`config.mk`:
```
export PLATFORM = sky130hd
export DESIGN_NAME = bcd_stopwatch_counter
export DESIGN_NICKNAME = d
export VERILOG_FILES = /design/src/rtl/bcd_stopwatch_counter.sv
export SDC_FILE = /design/constraint.sdc
export NUM_CORES = 1
export LEC_CHECK = 0
export CAP_MARGIN = 20
export CORE_UTILIZATION = 29
export CTS_BUF_LIST = sky130_fd_sc_hd__clkbuf_8
export DETAILED_ROUTE_END_ITERATION = 10
export PLACE_DENSITY = 0.51
export SLEW_MARGIN = 20
export SYNTH_ARGS = -nofsm -noshare
export SYNTH_HDL_FRONTEND = slang
export SYNTH_SLANG_ARGS = --single-unit
```
`constraint.sdc`:
```
create_clock -name clk -period 4.55 [get_ports clk]
set_input_delay 0.91 -clock clk [delete_from_list [all_inputs] [get_ports clk]]
set_output_delay 0.91 -clock clk [all_outputs]
set_load 0.02 [all_outputs]
```
`src/rtl/bcd_stopwatch_counter.sv`:
```
// rtl/bcd_stopwatch_counter.sv - two-digit BCD seconds stopwatch with debounced start/stop and clear buttons
module bcd_stopwatch_counter #(
   parameter int TICK_DIV   = 50000000,
   parameter int DEB_CYCLES = 500000,
   parameter int MAX_TENS   = 5
) (
   input  logic       clk,
   input  logic       resetn,
   input  logic       key_ss_n,
   input  logic       key_clr_n,
   output logic [3:0] ones_d,
   output logic [3:0] tens_d,
   output logic       running,
   output logic       wrap
);

   localparam int PW = (TICK_DIV > 1) ? $clog2(TICK_DIV) : 1;
   localparam int DW = (DEB_CYCLES > 1) ? $clog2(DEB_CYCLES) : 1;
   localparam logic [PW-1:0] PSC_LAST  = PW'(TICK_DIV - 1);
   localparam logic [DW-1:0] DEB_LAST  = DW'(DEB_CYCLES - 1);
   localparam logic [3:0]    TENS_LAST = 4'(MAX_TENS);

   typedef enum logic [1:0] {IDLE, RUN, PAUSE} state_t;

   state_t          state, state_n;
   logic [1:0]      key_raw, sync1, sync2, stable, stable_d, press;
   logic [DW-1:0]   deb_cnt [2];
   logic [PW-1:0]   psc;
   logic            ss_p, clr_p, tick, last_count;

   // bit 0 = start/stop, bit 1 = clear; all levels are active-low
   assign key_raw = {key_clr_n, key_ss_n};

   always_ff @(posedge clk) begin
      if (!resetn) begin
         sync1    <= '1;
         sync2    <= '1;
         stable   <= '1;
         stable_d <= '1;
         for (int i = 0; i < 2; i++) deb_cnt[i] <= '0;
      end else begin
         sync1    <= key_raw;
         sync2    <= sync1;
         stable_d <= stable;
         for (int i = 0; i < 2; i++) begin
            if (sync2[i] == stable[i]) begin
               deb_cnt[i] <= '0;
            end else if (deb_cnt[i] == DEB_LAST) begin
               stable[i]  <= sync2[i];
               deb_cnt[i] <= '0;
            end else begin
               deb_cnt[i] <= deb_cnt[i] + 1'b1;
            end
         end
      end
   end

   // only the accepted press (released -> pressed) edge produces a pulse
   assign press = stable_d & ~stable;
   assign ss_p  = press[0];
   assign clr_p = press[1];

   always_comb begin
      state_n = state;
      case (state)
         IDLE:    if (ss_p && !clr_p) state_n = RUN;
         RUN:     if (clr_p) state_n = IDLE; else if (ss_p) state_n = PAUSE;
         PAUSE:   if (clr_p) state_n = IDLE; else if (ss_p) state_n = RUN;
         default: state_n = IDLE;
      endcase
   end

   assign tick       = (state == RUN) && (psc == PSC_LAST);
   assign last_count = (ones_d == 4'd9) && (tens_d == TENS_LAST);

   always_ff @(posedge clk) begin
      if (!resetn) begin
         state   <= IDLE;
         running <= 1'b0;
         wrap    <= 1'b0;
         psc     <= '0;
         ones_d  <= 4'd0;
         tens_d  <= 4'd0;
      end else begin
         state   <= state_n;
         running <= (state_n == RUN);
         wrap    <= tick && last_count && (state_n != IDLE);
         if (state_n == IDLE) begin
            psc    <= '0;
            ones_d <= 4'd0;
            tens_d <= 4'd0;
         end else if (state == RUN) begin
            // a tick taken while leaving RUN for PAUSE still counts
            psc <= tick ? '0 : psc + 1'b1;
            if (tick) begin
               if (ones_d != 4'd9) begin
                  ones_d <= ones_d + 4'd1;
               end else begin
                  ones_d <= 4'd0;
                  tens_d <= (tens_d == TENS_LAST) ? 4'd0 : tens_d + 4'd1;
               end
            end
         end
      end
   end

endmodule
```
==> impl_metrics.yaml, run 1 <==
run_status:
  run_status: "finished, final reports clean"
power_and_ir_drop:
  power.density_mw_per_mm2: 280.5
  report.power.total_uw: 1307
  p_leak_uw: 0.001505
  peakVddDrop_mv: 0.1613
final_layout:
  antenna_cells_inserted: 0
  area.growth.synth_to_final_pct: 14.37
  fin_cells: 644
  drive_above_1_share: 0.04487
  storage_cell_area_mm2: 0.002062
  layout.cell_area.non_filler_mm2: 0.004659
  final.fill_count: 1437
  design.final.nets: 470
  multiInputGateArea_mm2: 0.002063
global_routing:
  first_global_vias: 2764
  grt_first_pass_wirelength_um: 12570
  antenna_violations_before_repair: 0
  grt_use_total: 0.1094
  globalRoute.totalOverflow: 0
  grt_max_degree: 25
place:
  place_worst_setup_slack_ns: 1.118
  buffer_ports.inserted: 13
  hpwl_dp_um: 5139
  dpl_cell_area_mm2: 0.004502
  dpl.cell_count: 628
  gp_routability_congestion: 0.7554
logic_synthesis:
  synth_area_mm2: 0.004074
  post_synth_mux_area_share: 0.01014
  synth_seq_cells: 84
  postSynth.asyncResetShare: 0
  synth-compound-area-share: 0.02058
  avgSynthCellArea_um2: 9.817
  synth-seq-area-share: 0.5061
  post_synth_num_cell_types: 43
  xor_and_xnor_area_share_after_synthesis: 0.1354
  synth-simple-area-share: 0.2961
  synthCells: 415
  largest_family_of_logic_cells_by_synthesized_area: "simple AND/OR/NAND/NOR gates"
  ys.warnings.count: 0
  synth_top_flop_cell: "dfxtp_1"
  synth_enable_flop_cells: 38
  synth_fa_ha_area_frac: 0.009214
floorplan:
  placement_rows: 42
  initial_core_util: 0.3028
  core-area_mm2: 0.01345
  y_dimension_of_the_die_um: 120.5
  floorplan.io_pins: 14
  dieWidth_um: 120.5
  die_area_mm2: 0.01453
clock_network:
  cts-root-buf: "clkbuf_8"
  cts_inserted_buffers: 9
  cts_tree: "done"
  cts-resized-gates: 0
  cts_sinks: 84
  cts_post_setup_buffers_inserted: 0
  cts_hold_repair.buffers: 0
  max-clock-path-buffers: 2
  reg_clk_slew_reported_paths_ns: 0.08
  insertion_delay_ns: 0.36
  htreeDepth: 3
flow_run:
  max_cap_viol_count: 0
timing:
  max_slew.worst_pin.slew_ns: 0.9339
  hold_violations: 0
  finalCritPeriodShare: 0.6563
  fin_tns_setup_ns: 0
  grt_setup_unrepaired: "false"
  timing.fmax_ghz: 0.3349
  number_of_pins_exceeding_their_max_slew_limit_in_the_final_report: 0
  fin_skew_ns: 0.006013
  post-route-worst-setup-slack_ns: 1.564
  maxSlewHeadroom: 0.3774
  report.final.setup_viol: 0
  fin_crit_ns: 2.986
setup_path:
  timing.critical_path.arrival_ns: 3.27
  worst-path-max-fanout: 24
  worstSetupEndpointType: "flip-flop"
  timing_worst_setup_path_type: "in -> reg"
  critical_path.startpoint_type: "primary input"
  worstPathRequired_ns: 4.83
hold_path:
  hp-class: "reg -> reg"
routing:
  drt_initial_violations: 73
  viasPerCell: 4.430
  antenna_violation_net_count_after_detailed_routing: 0
  drt_pre_antenna_iters: 4
  detail_route.drc_violations: 0
  dr_total_vias: 2853
  route.final.wire_length_um: 7229
  routedWlPerCell_um: 11.23
[kinds of logic after synthesis]
logic type,count (synthesis)
flops,84
simple gates,227
mux,4
other cells,1
compound gates,13
xor+xnor,63
fa+ha+maj,3
buf+inv,20
[worst max-delay path, cell delays in order]
cell             delay [ns]
clkdlybuf4s50_1        0.71
o21ai_0                0.30
a211oi_1               0.45
nand2b_1               0.60
nor2_1                 0.28
[area by class of cell]
| type | instances | area share |
|---|---|---|
| Multi-Input combinational cell | 348 | 0.4428 |
| Sequential cell | 84 | 0.4425 |
| Tap cell | 176 | 0.04726 |
| Timing Repair Buffer | 13 | 0.02793 |
| Clock buffer | 9 | 0.02658 |
| Clock inverter | 7 | 0.007250 |
| Inverter | 7 | 0.005639 |
[Yosys cell counts, types with 2 or more instances]
master | instances | share of area
a21oi_1 | 5 | 0.0061
and2_1 | 2 | 0.0031
and3_1 | 10 | 0.015
and4_1 | 7 | 0.015
buf_2 | 4 | 0.0049
buf_4 | 2 | 0.0037
clkbuf_1 | 7 | 0.0065
dfxtp_1 | 46 | 0.23
edfxtp_1 | 38 | 0.28
ha_1 | 3 | 0.0092
inv_1 | 7 | 0.0065
mux2i_1 | 3 | 0.0074
nand2_1 | 25 | 0.023
nand2b_1 | 9 | 0.014
nand3_1 | 31 | 0.038
nand3b_1 | 4 | 0.0074
nand4_1 | 16 | 0.025
nor2_1 | 85 | 0.078
nor2b_1 | 6 | 0.0092
nor3_1 | 6 | 0.0074
nor3b_1 | 2 | 0.0037
nor4_1 | 4 | 0.0061
nor4_2 | 2 | 0.0061
nor4b_1 | 3 | 0.0065
nor4b_4 | 2 | 0.012
o211ai_1 | 2 | 0.0037
o21ai_0 | 2 | 0.0025
o41ai_1 | 2 | 0.0043
or2_2 | 2 | 0.0031
or3_1 | 2 | 0.0031
or4_1 | 2 | 0.0037
or4b_1 | 2 | 0.0049
xnor2_1 | 22 | 0.047
xor2_1 | 41 | 0.088
[path summary, 6_finish.rpt]
check,from,end,slack [ns],depth (start not counted)
worst max register to register,psc[0],psc[21],1.93,6
worst max-delay path,resetn,psc[21],1.56,5
worst min-delay path,sync1[0],sync2[0],0.42,1
worst min register to register,sync1[0],sync2[0],0.42,1
[per-layer routing]
| metal | wire length (um) | global-route usage | vias up |
|---|---|---|---|
| met1 | 3781 | 0.1395 | 1316 |
| li1 | - | - | 1502 |
| met4 | 158 | 0.06713 | 0 |
| met3 | 124 | 0.01792 | 12 |
| met2 | 3165 | 0.1731 | 23 |
| met5 | 0 | 0 | - |
[per-stage QoR]
step	hold slack, ns	util
final	0.4166	0.3464
after floorplan	0.3863	-
after global placement	0.3934	0.3346
after CTS	0.4232	0.3464
after global routing	0.4620	0.3464
after detailed placement	0.4016	0.3346
[sequential cells by signal (all words and copies together), names as in the netlist]
signal and cells:
deb_cnt 38, wrap 1, ones_d 4, state 2, sync1 2, sync2 2, running 1, psc 26
tens_d 4, stable_d 2, stable 2
[power by group]
part | switching, uW | internal (uW)
registers | 16.0 | 803
clock network | 266 | 190
logic | 17.6 | 14.0
[placed cells by master (no fill, tap or decap), types with 3 or more instances in the layout]
cell,n
nor2_1,85
dfxtp_1,46
xor2_1,41
edfxtp_1,38
conb_1,38
nand3_1,31
nand2_1,25
xnor2_1,22
nand4_1,16
clkdlybuf4s50_1,13
and3_1,10
nand2b_1,9
clkbuf_8,9
and4_1,7
inv_1,7
nor3_1,6
nor2b_1,6
a21oi_1,5
nor4_1,4
nand3b_1,4
nor4b_1,3
mux2i_1,3
ha_1,3
clkinv_2,3
clkinv_1,3
Note: power is estimated with default switching activity, not from simulation.
==> inputs of run 2 (changes only) <==
--- a/config.mk
+++ b/config.mk
@@ -9,7 +9,7 @@
 export CORE_UTILIZATION = 29
 export CTS_BUF_LIST = sky130_fd_sc_hd__clkbuf_8
 export DETAILED_ROUTE_END_ITERATION = 10
-export PLACE_DENSITY = 0.51
+export PLACE_DENSITY = 0.52
 export SLEW_MARGIN = 20
 export SYNTH_ARGS = -nofsm -noshare
 export SYNTH_HDL_FRONTEND = slang
==> constraint.sdc (replaced) <==
create_clock -name clk -period 2.7 [get_ports clk]
set_input_delay 0.54 -clock clk [delete_from_list [all_inputs] [get_ports clk]]
set_output_delay 0.54 -clock clk [all_outputs]
set_load 0.02 [all_outputs]
==> impl_metrics.yaml, run 2 (same netlist as run 1, synthesis figures left out) <==
run_status:
  run_status: "finished, final reports clean"
final_layout:
  largestRegisters: "deb_cnt (38), psc (26)"
  layout_commonest_cell: "nor2_1"
  drive_above_1_share: 0.05274
  final.fill_count: 1444
  largest-register: "deb_cnt"
  largest_reg_flops: 38
  antenna_cells_inserted: 0
  area.growth.synth_to_final_pct: 15.36
  mostFrequentLayoutCells: "85 x nor2_1, 46 x dfxtp_1, 41 x xor2_1, 38 x edfxtp_1, 38 x conb_1"
  layout.cell_area.non_filler_mm2: 0.004700
  design.final.nets: 476
global_routing:
  antenna_violations_before_repair: 0
  globalRoute.totalOverflow: 0
  grt_use_total: 0.1136
  grt_max_degree: 25
  first_global_vias: 2805
  grt_first_pass_wirelength_um: 13150
setup_path:
  r2r_slack_ns: 0.47
  cp_top_family: "simple AND/OR/NAND/NOR gates"
  cp_cell_sequence: "or4b_1 > or4_1 > nand3_2 > nor2_1"
  worstPathRequired_ns: 2.80
  critical_path.max_stage_delay_ns: 0.55
  critical_path.slowest_cell: "or4_1"
  critical_path.startpoint_type: "flip-flop"
  timing_worst_setup_path_type: "reg -> reg"
  worstSetupEndpointType: "flip-flop"
  worst-path-max-fanout: 19
  path_buf_inv: 0
  timing.critical_path.arrival_ns: 2.32
routing:
  drt_pre_antenna_iters: 4
  route.final.wire_length_um: 7345
  routedWlPerCell_um: 11.30
  dr_total_vias: 2865
  viasPerCell: 4.408
  detail_route.drc_violations: 0
  antenna_violation_net_count_after_detailed_routing: 0
  drt_initial_violations: 182
clock_network:
  cts-resized-gates: 0
  cts_inserted_buffers: 9
  cts-root-buf: "clkbuf_8"
  max-clock-path-buffers: 2
  cts_post_setup_buffers_inserted: 0
  reg_clk_slew_reported_paths_ns: 0.08
  cts_sinks: 84
  cts_hold_repair.buffers: 0
  cts_tree: "done"
  insertion_delay_ns: 0.36
  htreeDepth: 3
timing:
  report.final.setup_viol: 0
  holdWs_ns: 0.4238
  fin_tns_setup_ns: 0
  finalCritPeriodShare: 0.8249
  maxSlewHeadroom: 0.4779
  timing.fmax_ghz: 0.4490
  post-route-worst-setup-slack_ns: 0.4727
  hold_violations: 0
  grt_setup_unrepaired: "false"
  number_of_pins_exceeding_their_max_slew_limit_in_the_final_report: 0
  fin_crit_ns: 2.227
  fin_skew_ns: 0.01090
  max_slew.worst_pin.slew_ns: 0.7767
place:
  buffer_ports.inserted: 13
  place_worst_setup_slack_ns: 0.4262
  gp_routability_congestion: 0.7166
  hpwl_dp_um: 5184
  dpl_cell_area_mm2: 0.004547
floorplan:
  initial_core_util: 0.3028
  core-area_mm2: 0.01345
  die_area_mm2: 0.01453
  placement_rows: 42
  y_dimension_of_the_die_um: 120.5
  dieWidth_um: 120.5
  floorplan.io_pins: 14
power_and_ir_drop:
  p_leak_uw: 0.001545
  peakVddDrop_mv: 0.2068
  power.density_mw_per_mm2: 464.5
flow_run:
  max_cap_viol_count: 0
hold_path:
  hp-class: "reg -> reg"
-- run 2: report_power, final --
group,switching (uW),internal (uW)
registers,26.9,1350
clock network,432,315
logic,30.3,24.5
-- run 2: path summary, 6_finish.rpt --
path	start	to	cells past startpoint
min	sync1[1]	sync2[1]	1
min reg2reg	sync1[1]	sync2[1]	1
max	deb_cnt[1][7]	deb_cnt[1][8]	4
max reg2reg	deb_cnt[1][7]	deb_cnt[1][8]	4
-- run 2: layout make-up --
class	count	area [um^2]	area share
clock buffer	9	123.9	0.02636
multi-input combinational	348	2063	0.4390
clock inverter	7	28.78	0.006124
sequential	84	2062	0.4388
timing repair buffer	19	175.2	0.03727
tap	176	220.2	0.04686
inverter	7	26.28	0.005591
-- run 2: layer usage --
metal / vias to the layer above / wire (um) / share of wire / GRT usage
met4: 0 / 108 / 0.015 / 0.04861
li1: 1513 / - / - / -
met5: - / 0 / 0 / 0
met3: 8 / 188 / 0.026 / 0.02972
met1: 1319 / 3838 / 0.52 / 0.1565
met2: 25 / 3210 / 0.44 / 0.1670
-- run 2: worst reg2reg max path, delay by kind of cell (launching register included) --
family,cells,cell delay (ns)
AND/OR/NAND/NOR,4,1.51
flip-flops,1,0.46
-- run 2: per-stage QoR --
step / util / total power, uW / cells
6_report: 0.3493 / 2183 / 650
4_1_cts: 0.3493 / 2214 / 650
5_1_grt: 0.3493 / 2276 / 650
3_5_place_dp: 0.3380 / 1465 / 634
3_3_place_gp: 0.3380 / 1463 / 634
2_1_floorplan: - / 1446 / 452
==> inputs of run 3 (changes only) <==
--- a/config.mk
+++ b/config.mk
@@ -9,7 +9,7 @@
 export CORE_UTILIZATION = 29
 export CTS_BUF_LIST = sky130_fd_sc_hd__clkbuf_8
 export DETAILED_ROUTE_END_ITERATION = 10
-export PLACE_DENSITY = 0.52
+export PLACE_DENSITY = 0.51
 export SLEW_MARGIN = 20
 export SYNTH_ARGS = -nofsm -noshare
 export SYNTH_HDL_FRONTEND = slang
==> constraint.sdc (replaced) <==
create_clock -name clk -period 2.31 [get_ports clk]
set_input_delay 0.462 -clock clk [delete_from_list [all_inputs] [get_ports clk]]
set_output_delay 0.462 -clock clk [all_outputs]
set_load 0.02 [all_outputs]
==> impl_metrics.yaml, run 3 (same netlist as run 1, synthesis figures left out) <==
run_status:
  run_status: "finished, final reports clean"
final_layout:
  drive_above_1_share: 0.07423
  design.final.nets: 487
  largestRegisters: "deb_cnt (38), psc (26)"
  fin_cells: 661
  storage_cell_area_mm2: 0.002062
  largest-register: "deb_cnt"
  multiInputGateArea_mm2: 0.002067
  area.growth.synth_to_final_pct: 17.66
  mostFrequentLayoutCells: "85 x nor2_1, 46 x dfxtp_1, 41 x xor2_1, 38 x edfxtp_1, 38 x conb_1"
  antenna_cells_inserted: 0
  final.fill_count: 1416
  largest_reg_flops: 38
  layout_commonest_cell: "nor2_1"
routing:
  dr_total_vias: 2957
  viasPerCell: 4.474
  route.final.wire_length_um: 7548
  routedWlPerCell_um: 11.42
  drt_initial_violations: 107
  antenna_violation_net_count_after_detailed_routing: 0
  drt_pre_antenna_iters: 4
  detail_route.drc_violations: 0
floorplan:
  core-area_mm2: 0.01345
  die_area_mm2: 0.01453
  dieWidth_um: 120.5
  floorplan.io_pins: 14
  placement_rows: 42
  initial_core_util: 0.3028
  y_dimension_of_the_die_um: 120.5
timing:
  timing.fmax_ghz: 0.4564
  number_of_pins_exceeding_their_max_slew_limit_in_the_final_report: 0
  grt_setup_unrepaired: "false"
  hold_violations: 0
  max_slew.worst_pin.slew_ns: 0.6058
  fin_tns_setup_ns: 0
  fin_crit_ns: 2.191
  report.final.setup_viol: 0
  fin_skew_ns: 0.01280
  maxSlewHeadroom: 0.5918
  finalCritPeriodShare: 0.9484
  holdWs_ns: 0.4188
clock_network:
  cts_sinks: 84
  cts_hold_repair.buffers: 0
  cts-root-buf: "clkbuf_8"
  max-clock-path-buffers: 2
  cts_tree: "done"
  insertion_delay_ns: 0.36
  cts_post_setup_buffers_inserted: 0
  reg_clk_slew_reported_paths_ns: 0.09
  htreeDepth: 3
  cts-resized-gates: 0
  cts_inserted_buffers: 9
setup_path:
  r2r_slack_ns: 0.12
  worstSetupEndpointType: "flip-flop"
  ff2ff_path_depth: 4
  critical_path.slowest_cell: "or4_1"
  critical_path.startpoint_type: "flip-flop"
  cp_top_family: "simple AND/OR/NAND/NOR gates"
  cp-startpoint: "deb_cnt[1][12]"
  timing.critical_path.arrival_ns: 2.28
  critical_path.max_stage_delay_ns: 0.55
  worst-path-max-fanout: 19
  regToRegStartpoint: "deb_cnt[1][12]"
  r2r-end: "deb_cnt[1][4]"
  worstPathRequired_ns: 2.40
  cp_cell_sequence: "or4b_1 > or4_1 > nand3_2 > nor2_1"
  crit_cells: 4
  timing.critical_path.to: "deb_cnt[1][4]"
  path_buf_inv: 0
  timing_worst_setup_path_type: "reg -> reg"
flow_run:
  max_cap_viol_count: 0
place:
  dpl.cell_count: 645
  buffer_ports.inserted: 13
  hpwl_dp_um: 5306
  gp_routability_congestion: 0.7101
global_routing:
  grt_use_total: 0.1137
  globalRoute.totalOverflow: 0
  first_global_vias: 2833
  grt_max_degree: 25
  grt_first_pass_wirelength_um: 13180
  antenna_violations_before_repair: 0
power_and_ir_drop:
  p_leak_uw: 0.001616
  power.density_mw_per_mm2: 539.1
  peakVddDrop_mv: 0.2338
hold_path:
  min_path_cells: 1
  hp-class: "reg -> reg"
-- run 3: how the worst min path moves through the flow --
| stage | endpoint | slack, ns | from |
|---|---|---|---|
| floorplan | sync2[0] | 0.39 | sync1[0] |
| global placement | sync2[1] | 0.40 | sync1[1] |
| detailed placement | sync2[1] | 0.40 | sync1[1] |
| CTS | sync2[1] | 0.42 | sync1[1] |
| global route | sync2[1] | 0.45 | sync1[1] |
| finish | sync2[1] | 0.42 | sync1[1] |
-- run 3: area by class of cell --
cell class | count | share of cell area
timing repair buffer | 30 | 0.05377
clock buffer | 10 | 0.02871
inverter | 7 | 0.005482
sequential | 84 | 0.4302
clock inverter | 6 | 0.004699
multi-input combinational | 348 | 0.4312
tap | 176 | 0.04594
-- run 3: report_power, final --
| group | internal [uW] | leakage (uW) | switching, uW |
|---|---|---|---|
| Combinational | 31.3 | 0.000748 | 38.1 |
| Clock | 398 | 0.000104 | 504 |
| Sequential | 1580 | 0.000764 | 29.4 |
| Total | 2010 | 0.00162 | 572 |
-- run 3: layer usage --
| layer | GRT usage | wire length [um] | up-vias |
|---|---|---|---|
| met5 | 0 | 0 | - |
| met2 | 0.1760 | 3283 | 53 |
| met3 | 0.02028 | 286 | 9 |
| met1 | 0.1509 | 3851 | 1364 |
| met4 | 0.06019 | 127 | 0 |
| li1 | - | - | 1531 |
-- run 3: per-stage QoR --
| step | utilization | instance area (um^2) | total power (uW) | worst slack [ns] |
|---|---|---|---|---|
| floorplan | - | 4213 | 1690 | 0.1717 |
| global route | 0.3563 | 4793 | 2693 | 0.01245 |
| finish | 0.3563 | 4793 | 2584 | 0.1191 |
| global placement | 0.3441 | 4629 | 1714 | 0.08586 |
| detailed placement | 0.3441 | 4629 | 1715 | 0.09782 |
| CTS | 0.3560 | 4790 | 2629 | 0.09843 |
-- run 3: worst register-to-register path: cells and delay by family (launching register included) --
| kind | cells | cell delay, ns |
|---|---|---|
| flops | 1 | 0.44 |
| simple gates | 4 | 1.49 |
